$ cat src/rtl/pid_suma_pwm.sv
// pid_suma_pwm
//   Last stage of the PID datapath. When etapa3 strobes, the block adds the
//   P, I and D terms. It then shifts the sum right arithmetically and
//   saturates it into a PWM_BITS-wide shadow duty. A free-running PWM
//   counter copies the shadow duty into the live duty only at the period
//   wrap, so the output never glitches in the middle of a period.
// Ports
//   clk     : clock, rising edge
//   rst     : asynchronous active-high reset
//   etapa3  : one-cycle load strobe; samples Psal/Isal/Dsal
//   Psal    : proportional term, two's complement
//   Isal    : integral term, two's complement
//   Dsal    : derivative term, two's complement
//   duty    : duty value currently applied to the PWM
//   pwm     : registered PWM output
//   listo   : one-cycle pulse after each load
//   sat_hi  : last load clipped at the maximum duty
//   sat_lo  : last load clipped at zero
module pid_suma_pwm #(
  parameter int ANCHO_IN = 18,
  parameter int SHIFT    = 4,
  parameter int PWM_BITS = 9
) (
  input  logic                clk,
  input  logic                rst,
  input  logic                etapa3,
  input  logic [ANCHO_IN-1:0] Psal,
  input  logic [ANCHO_IN-1:0] Isal,
  input  logic [ANCHO_IN-1:0] Dsal,
  output logic [PWM_BITS-1:0] duty,
  output logic                pwm,
  output logic                listo,
  output logic                sat_hi,
  output logic                sat_lo
);

  // Two guard bits are enough for a sum of three terms, so the sum never
  // overflows.
  localparam int W = ANCHO_IN + 2;
  // The counter runs 0 .. 2^PWM_BITS-2. The period is therefore
  // 2^PWM_BITS-1 clocks, which lets a full-scale duty keep pwm high all the time.
  localparam logic [PWM_BITS-1:0] CNT_LAST = PWM_BITS'((1 << PWM_BITS) - 2);

  logic signed [W-1:0]   sum_c, scaled_c, dmax_c;
  logic [PWM_BITS-1:0]   shadow_d;
  logic                  hi_d, lo_d;

  logic [PWM_BITS-1:0]   shadow_q, cnt_q, duty_q;
  logic                  pwm_q, listo_q, sat_hi_q, sat_lo_q;

  always_comb begin
    sum_c    = $signed({{2{Psal[ANCHO_IN-1]}}, Psal})
             + $signed({{2{Isal[ANCHO_IN-1]}}, Isal})
             + $signed({{2{Dsal[ANCHO_IN-1]}}, Dsal});
    scaled_c = sum_c >>> SHIFT;
    dmax_c   = {{(W-PWM_BITS){1'b0}}, {PWM_BITS{1'b1}}};
    shadow_d = scaled_c[PWM_BITS-1:0];
    hi_d     = 1'b0;
    lo_d     = 1'b0;
    if (scaled_c < 0) begin
      shadow_d = '0;
      lo_d     = 1'b1;
    end else if (scaled_c > dmax_c) begin
      shadow_d = '1;
      hi_d     = 1'b1;
    end
  end

  always_ff @(posedge clk or posedge rst) begin
    if (rst) begin
      shadow_q <= '0;
      cnt_q    <= '0;
      duty_q   <= '0;
      pwm_q    <= 1'b0;
      listo_q  <= 1'b0;
      sat_hi_q <= 1'b0;
      sat_lo_q <= 1'b0;
    end else begin
      listo_q <= etapa3;
      if (etapa3) begin
        shadow_q <= shadow_d;
        sat_hi_q <= hi_d;
        sat_lo_q <= lo_d;
      end
      // At the wrap, duty takes the shadow value from before this edge. A
      // load on the same edge therefore shows up one period later.
      if (cnt_q == CNT_LAST) begin
        cnt_q  <= '0;
        duty_q <= shadow_q;
      end else begin
        cnt_q <= cnt_q + PWM_BITS'(1);
      end
      pwm_q <= (cnt_q < duty_q);
    end
  end

  assign duty   = duty_q;
  assign pwm    = pwm_q;
  assign listo  = listo_q;
  assign sat_hi = sat_hi_q;
  assign sat_lo = sat_lo_q;

endmodule

$ cat config.mk
export PLATFORM = sky130hd
export DESIGN_NAME = pid_suma_pwm
export DESIGN_NICKNAME = d
export VERILOG_FILES = /design/src/rtl/pid_suma_pwm.sv
export SDC_FILE = /design/constraint.sdc
export NUM_CORES = 1
export LEC_CHECK = 0
export CAP_MARGIN = 30
export CELL_PAD_IN_SITES_DETAIL_PLACEMENT = 1
export CELL_PAD_IN_SITES_GLOBAL_PLACEMENT = 1
export CORE_ASPECT_RATIO = 0.5
export CORE_MARGIN = 8
export CORE_UTILIZATION = 37
export DETAILED_ROUTE_END_ITERATION = 12
export MAX_ROUTING_LAYER = met4
export PLACE_DENSITY = 0.89
export SETUP_SLACK_MARGIN = 0.2
export SLEW_MARGIN = 30
export SYNTH_ARGS = -nofsm -noshare
export SYNTH_HDL_FRONTEND = slang
export SYNTH_SLANG_ARGS = --single-unit
$ cat constraint.sdc
create_clock -name clk -period 2.2 [get_ports clk]
set_input_delay 0.44 -clock clk [delete_from_list [all_inputs] [get_ports clk]]
set_output_delay 0.44 -clock clk [all_outputs]
set_load 0.02 [all_outputs]
======== Yosys cells after proc, flatten, opt, wreduce, memory -nomap -nowiden ========
Index checks and enable logic that the tools add are counted.
cells by class
  add/subtract/negate cells ............... 3
  $mul .................................... 0
  div/mod/pow operators ................... 0
  magnitude comparators ................... 3
  equal/unequal tests ..................... 1
  shift operators ......................... 0
  multiplexer cells ....................... 6
  bitwise gates (word level) .............. 0
  reduce and logical (&&, ||, !) cells .... 0
operators by type and width
  kind                                                                     number
  9-bit two-way mux                                                        3
  19-bit by 18-bit adder with 20-bit output                                1
  18-bit by 18-bit adder with 19-bit output                                1
  16-bit by 10-bit > comparator with 1-bit output (second input constant)  1
  16-bit by 1-bit < comparator with 1-bit output (second input constant)   1
  9-bit by 1-bit adder with 9-bit output (second input constant)           1
  9-bit equality test (second input constant)                              1
  9-bit < comparator                                                       1
  1-bit two-way mux                                                        3
storage, ports and cells
  bits in registers ....................... 31
  bits in latches ......................... 0
  RAM bits ................................ 0
  memory bits (read-only) ................. 0
  input port bits ......................... 57
  output and inout bits ................... 13
  memories kept ........................... 0

======== Logic depth before layout (Yosys ltp) ========
  depth after elaboration ................. 5
  mapped depth ............................ 13

======== Worst setup path after synthesis ========
Ideal clock, no wire load.
  path type ............................... in2reg
  from .................................... in Psal[3]
  to ...................................... reg shadow_q[8]
  setup time .............................. 0.128 ns
  data arrival time ....................... 3.210 ns
  data required time ...................... 2.072 ns
  slack ................................... -1.138 ns
  stages .................................. 12
  path buffers ............................ 0
  cell sequence ........................... inv_1 fa_1 inv_1 ha_1 nand3b_1 nor3b_1 o31a_1 a2111o_1 a2111oi_0 a211oi_2 nor3_1 o22ai_1
between the ends
  longest elaborated chain between the ends .. 5
  elaborated cells between the ends (all ways) .. 6
ends and longest elaborated chain
  what                                             RTL line  RTL
  from (decl)                                      27        input logic [ANCHO_IN-1:0] Psal,
  18-bit by 18-bit adder with 19-bit output *      53        + $signed({{2{Isal[ANCHO_IN-1]}}, Isal})
  19-bit by 18-bit adder with 20-bit output *      54        + $signed({{2{Dsal[ANCHO_IN-1]}}, Dsal});
  16-bit by 10-bit > comparator with 1-bit output  63        end else if (scaled_c > dmax_c) begin
  9-bit two-way mux                                63
  9-bit two-way mux *                              60        if (scaled_c < 0) begin
  to (signal assigned)                             81        shadow_q <= shadow_d;
  to (decl)                                        48        logic [PWM_BITS-1:0] shadow_q, cnt_q, duty_q;
Mark *: on every way between the ends. The rest lies on a longest branch, timed or not.
A chain may end at the register's enable or synchronous reset.

======== Worst setup path in the final report ========
  from .................................... in Dsal[3]
  to ...................................... reg shadow_q[7]
between the ends
  longest elaborated chain between the ends .. 4
  elaborated cells between the ends (all ways) .. 5
ends and longest elaborated chain
  what                                             RTL line  RTL
  from (decl)                                      29        input logic [ANCHO_IN-1:0] Dsal,
  19-bit by 18-bit adder with 20-bit output *      54
  16-bit by 10-bit > comparator with 1-bit output  63
  9-bit two-way mux                                63
  9-bit two-way mux *                              60
Marked as above.

==> metrics.md <==
| Metric | Value |
|---|---|
| Pleak | 2.088 nW |
| H-tree levels | 2 |
| Gr ovfl total | 0 |
| WHS Path Cells | 1 |
| All-Layer GR Usage | roughly 28% |
| Root Buffer | clkbuf_16 |
| Failing checks | setup timing |
| Total CTS buffers | 5 |
| Worst r2r path cells | 7 |
| Multi-input combinational cell area | 2296 µm² |
| Post-Syn Area | 2649 µm² |
| Number of core rows | 21 |
| Crit path max fanout | 5 |
| WHS | 0.5320 ns |
| GPL Wtd Cong | 0.9095 |
| Synth Warn # | 0 |
| Initial antenna violation count | 2 |
| # setup viols final | 11 |
| Fmax achieved | about 260 MHz |
| Largest family of logic cells by synthesized area | adder cells |
| Maximum VDD drop | between 0.0003 and 0.0004 V |
| Syn Inst Count | 282 |
| CTS sink count | 31 |
| Dpl hpwl | 7440 µm |
| Status | finished with violations |
| Vias post-DR | 3,566 |
| Hold Crit Endpoint | shadow_q[6] |
| Syn_area_per_cell | 9.393 µm² |
| Commonest non-fill, non-tap cell in the layout | buf_4 |
| Flop-to-flop setup slack | 0.02 ns |
| First-pass GRT wire length | 21,090 µm |
| Netlist cell types | between 40 and 50 |
| Initial DRC count | 421 |
| Post-Synth Simple-Gate Area | 13.32% |
| Drt pass-1 iters | 5 |
| Top_reg_cell synth | dfrtp_1 |
| EDFF count, synth | 0 |
| Syn Nets | 384 |
| FF/Latch Area | 777.0 µm² |
| Post-synthesis xor/xnor area fraction | 5.291% |
| Final min period | 3.884 ns |
| Post-DR wirelength/cell | roughly 37 µm |
| Post-synthesis mux area share | less than 1% |
| Hold Crit Class | flop to flop |
| Actual slew at the worst max-slew pin | 0.7259 ns |
| Max_slew headroom | roughly half |
| Final Core Density | between 60% and 70% |
| Final ANT Viol Nets | 0 |
| Crit Path Class | input port to flop |
| Layout fillers | approximately 700 |
| Chip width | 135.7 µm |
| Synth Area in Compound Gates | 20.78% |
| HP Start | shadow_q[6] |
| Reg2reg end | duty[2] |
| Via/cell ratio | 6.754 |
| Die Ht | 75.83 µm |
| I/O pin count | 70 |
| Crit Reg-Reg Startpoint | cnt_q[2] |
| Clock Latency Late Sink | 0.29 ns |
| Adder-cell share of the synthesized area | about a quarter |
| Sequential fraction of the synthesis area | 29.29% |
| Number of global-route vias before repair | 3,621 |
| Max-Cap Viols | 0 |
| Final #Nets | between 500 and 600 |
| Max-slew violation count | 0 |
| CP Capture Type | flop |
| Port buffer count | 69 |
| Worst path arrival time | 4.03 ns |
| Core Box Area | 6805 µm² |
| Commonest cells after routing, fill and taps aside | buf_4 (70), clkdlybuf4s50_1 (40), dfrtp_1 (30), nand2_1 (19), inv_1 (18) |
| Pin count of the biggest net entering global routing | 32 |
| Share of cells above drive strength 1 | approximately 41% |
| Power, Total | 3.640 mW |
| RSZ-0062 raised after global routing | yes |
| Initial Util | 38.92% |
| CTS tree | done |
| Cts hold-fix bufs | 0 |
| Worst path required time | 2.35 ns |
| Register bit count reported by yosys | 31 |
| Drt drc | 0 |
| Layout area overhead | 78.18% |
| Clk slew on worst S/H paths | 0.06 ns |
| CP Launch Type | input port |
| Power per Cell Area | 771.2 nW/µm² |
| Clk buf depth | 2 |
| Final Worst Setup Slack | -1.684 ns |
| Pre-CTS WS | -1.791 ns |
| Clock skew | 0.008127 ns |
| Final Hold Fails | 0 |
| WL final | 19,420 µm |
| Fin crit share | 176.6% |
| Die ar. | 10,290 µm² |
| Async SR Flop Fraction | 100.0% |
## worst max-delay path by stage
| stage | startpoint | to | slack, ns | depth (start not counted) |
|---|---|---|---|---|
| 4_1_cts | Dsal[4] | shadow_q[0] | -1.03 | 12 |
| 3_3_place_gp | Dsal[3] | shadow_q[5] | -1.57 | 13 |
| 6_report | Dsal[3] | shadow_q[7] | -1.68 | 14 |
| 3_5_place_dp | Dsal[3] | shadow_q[2] | -1.79 | 13 |
| 5_1_grt | Psal[8] | shadow_q[7] | -1.94 | 13 |
| 2_1_floorplan | Psal[5] | shadow_q[8] | -0.97 | 9 |
## cells by family after synthesis
| group | after synthesis |
|---|---|
| compound gates | 80 |
| simple gates | 76 |
| fa+ha+maj | 45 |
| buf+inv | 33 |
| flops | 31 |
| xor+xnor | 16 |
| mux | 1 |
## where the power goes
| group | total, mW | switching (mW) | internal [mW] |
|---|---|---|---|
| Clock | 0.751 | 0.269 | 0.482 |
| Combinational | 2.21 | 1.27 | 0.937 |
| Sequential | 0.682 | 0.0604 | 0.622 |
## state kept, by name, summed over array words and instances (netlist names)
signal / count
duty: 9
shadow_q: 9
sat_lo: 1
sat_hi: 1
listo: 1
pwm: 1
cnt_q: 9
## per-stage QoR
step           instances  setup TNS (ns)  area (µm²)
3_5_place_dp         492          -19.23        3855
3_3_place_gp         492          -17.27        3855
4_1_cts              513          -11.09        4419
6_report             528          -17.99        4720
5_1_grt              528          -19.51        4720
2_1_floorplan        282          -10.64        2666
## cell usage after synthesis, types with 3 or more instances
cell       number  share of area, %
nand4_1         3              0.71
inv_1          26               3.7
and3_1          3              0.71
o21ai_0        20               3.8
a21o_1          9               2.6
o21a_1          5               1.4
xnor2_1         7               2.3
fa_1           17                13
a21oi_1        14               2.6
nand2_1        22               3.1
nand3_1        10               1.9
o211ai_1        3              0.85
xor2_1          9               3.0
ha_1           28                13
dfrtp_1        31                29
or3_1           3              0.71
nor2_1         18               2.6
nor3_1         10               1.9
clkbuf_1        5              0.71
o2bb2ai_1       9               3.0
## routing by layer
| metal | share of wire (%) | vias up | wire, µm | track usage, % |
|---|---|---|---|---|
| met1 | 35 | 1717 | 6739 | 29.38 |
| met2 | 44 | 401 | 8478 | 48.97 |
| met3 | 13 | 136 | 2501 | 7.632 |
| met5 | 0 | - | 0 | - |
| li1 | - | 1312 | - | - |
| met4 | 8.7 | 0 | 1695 | 16.83 |
## cell type report
cell class	count	share of cell area, %
inverter	27	2.147
timing repair buffer	148	26.83
sequential	31	16.46
clock buffer	8	3.314
multi-input combinational	219	48.65
antenna	3	0.1591
tap	92	2.439
## repair_timing
| item | in CTS | in global routing |
|---|---|---|
| buffers inserted | 11 | 12 |
| setup endpoints to repair | 11 | 16 |
| pin swaps | 44 | 35 |
| gates cloned | 2 | 0 |
| resized for setup | 135 | 50 |
## worst max-delay path, stage by stage
cell and delay (ns):
buf_6 0.07, inv_2 0.04, fa_1 0.50, inv_1 0.26
ha_2 0.36, nor3b_2 0.19, o31a_1 0.33, a2111o_1 0.51
buf_6 0.16, a2111oi_4 0.60, a211oi_4 0.07, buf_6 0.18
nor3_2 0.20, o2bb2ai_1 0.11
(Power assumes the default switching activity.)
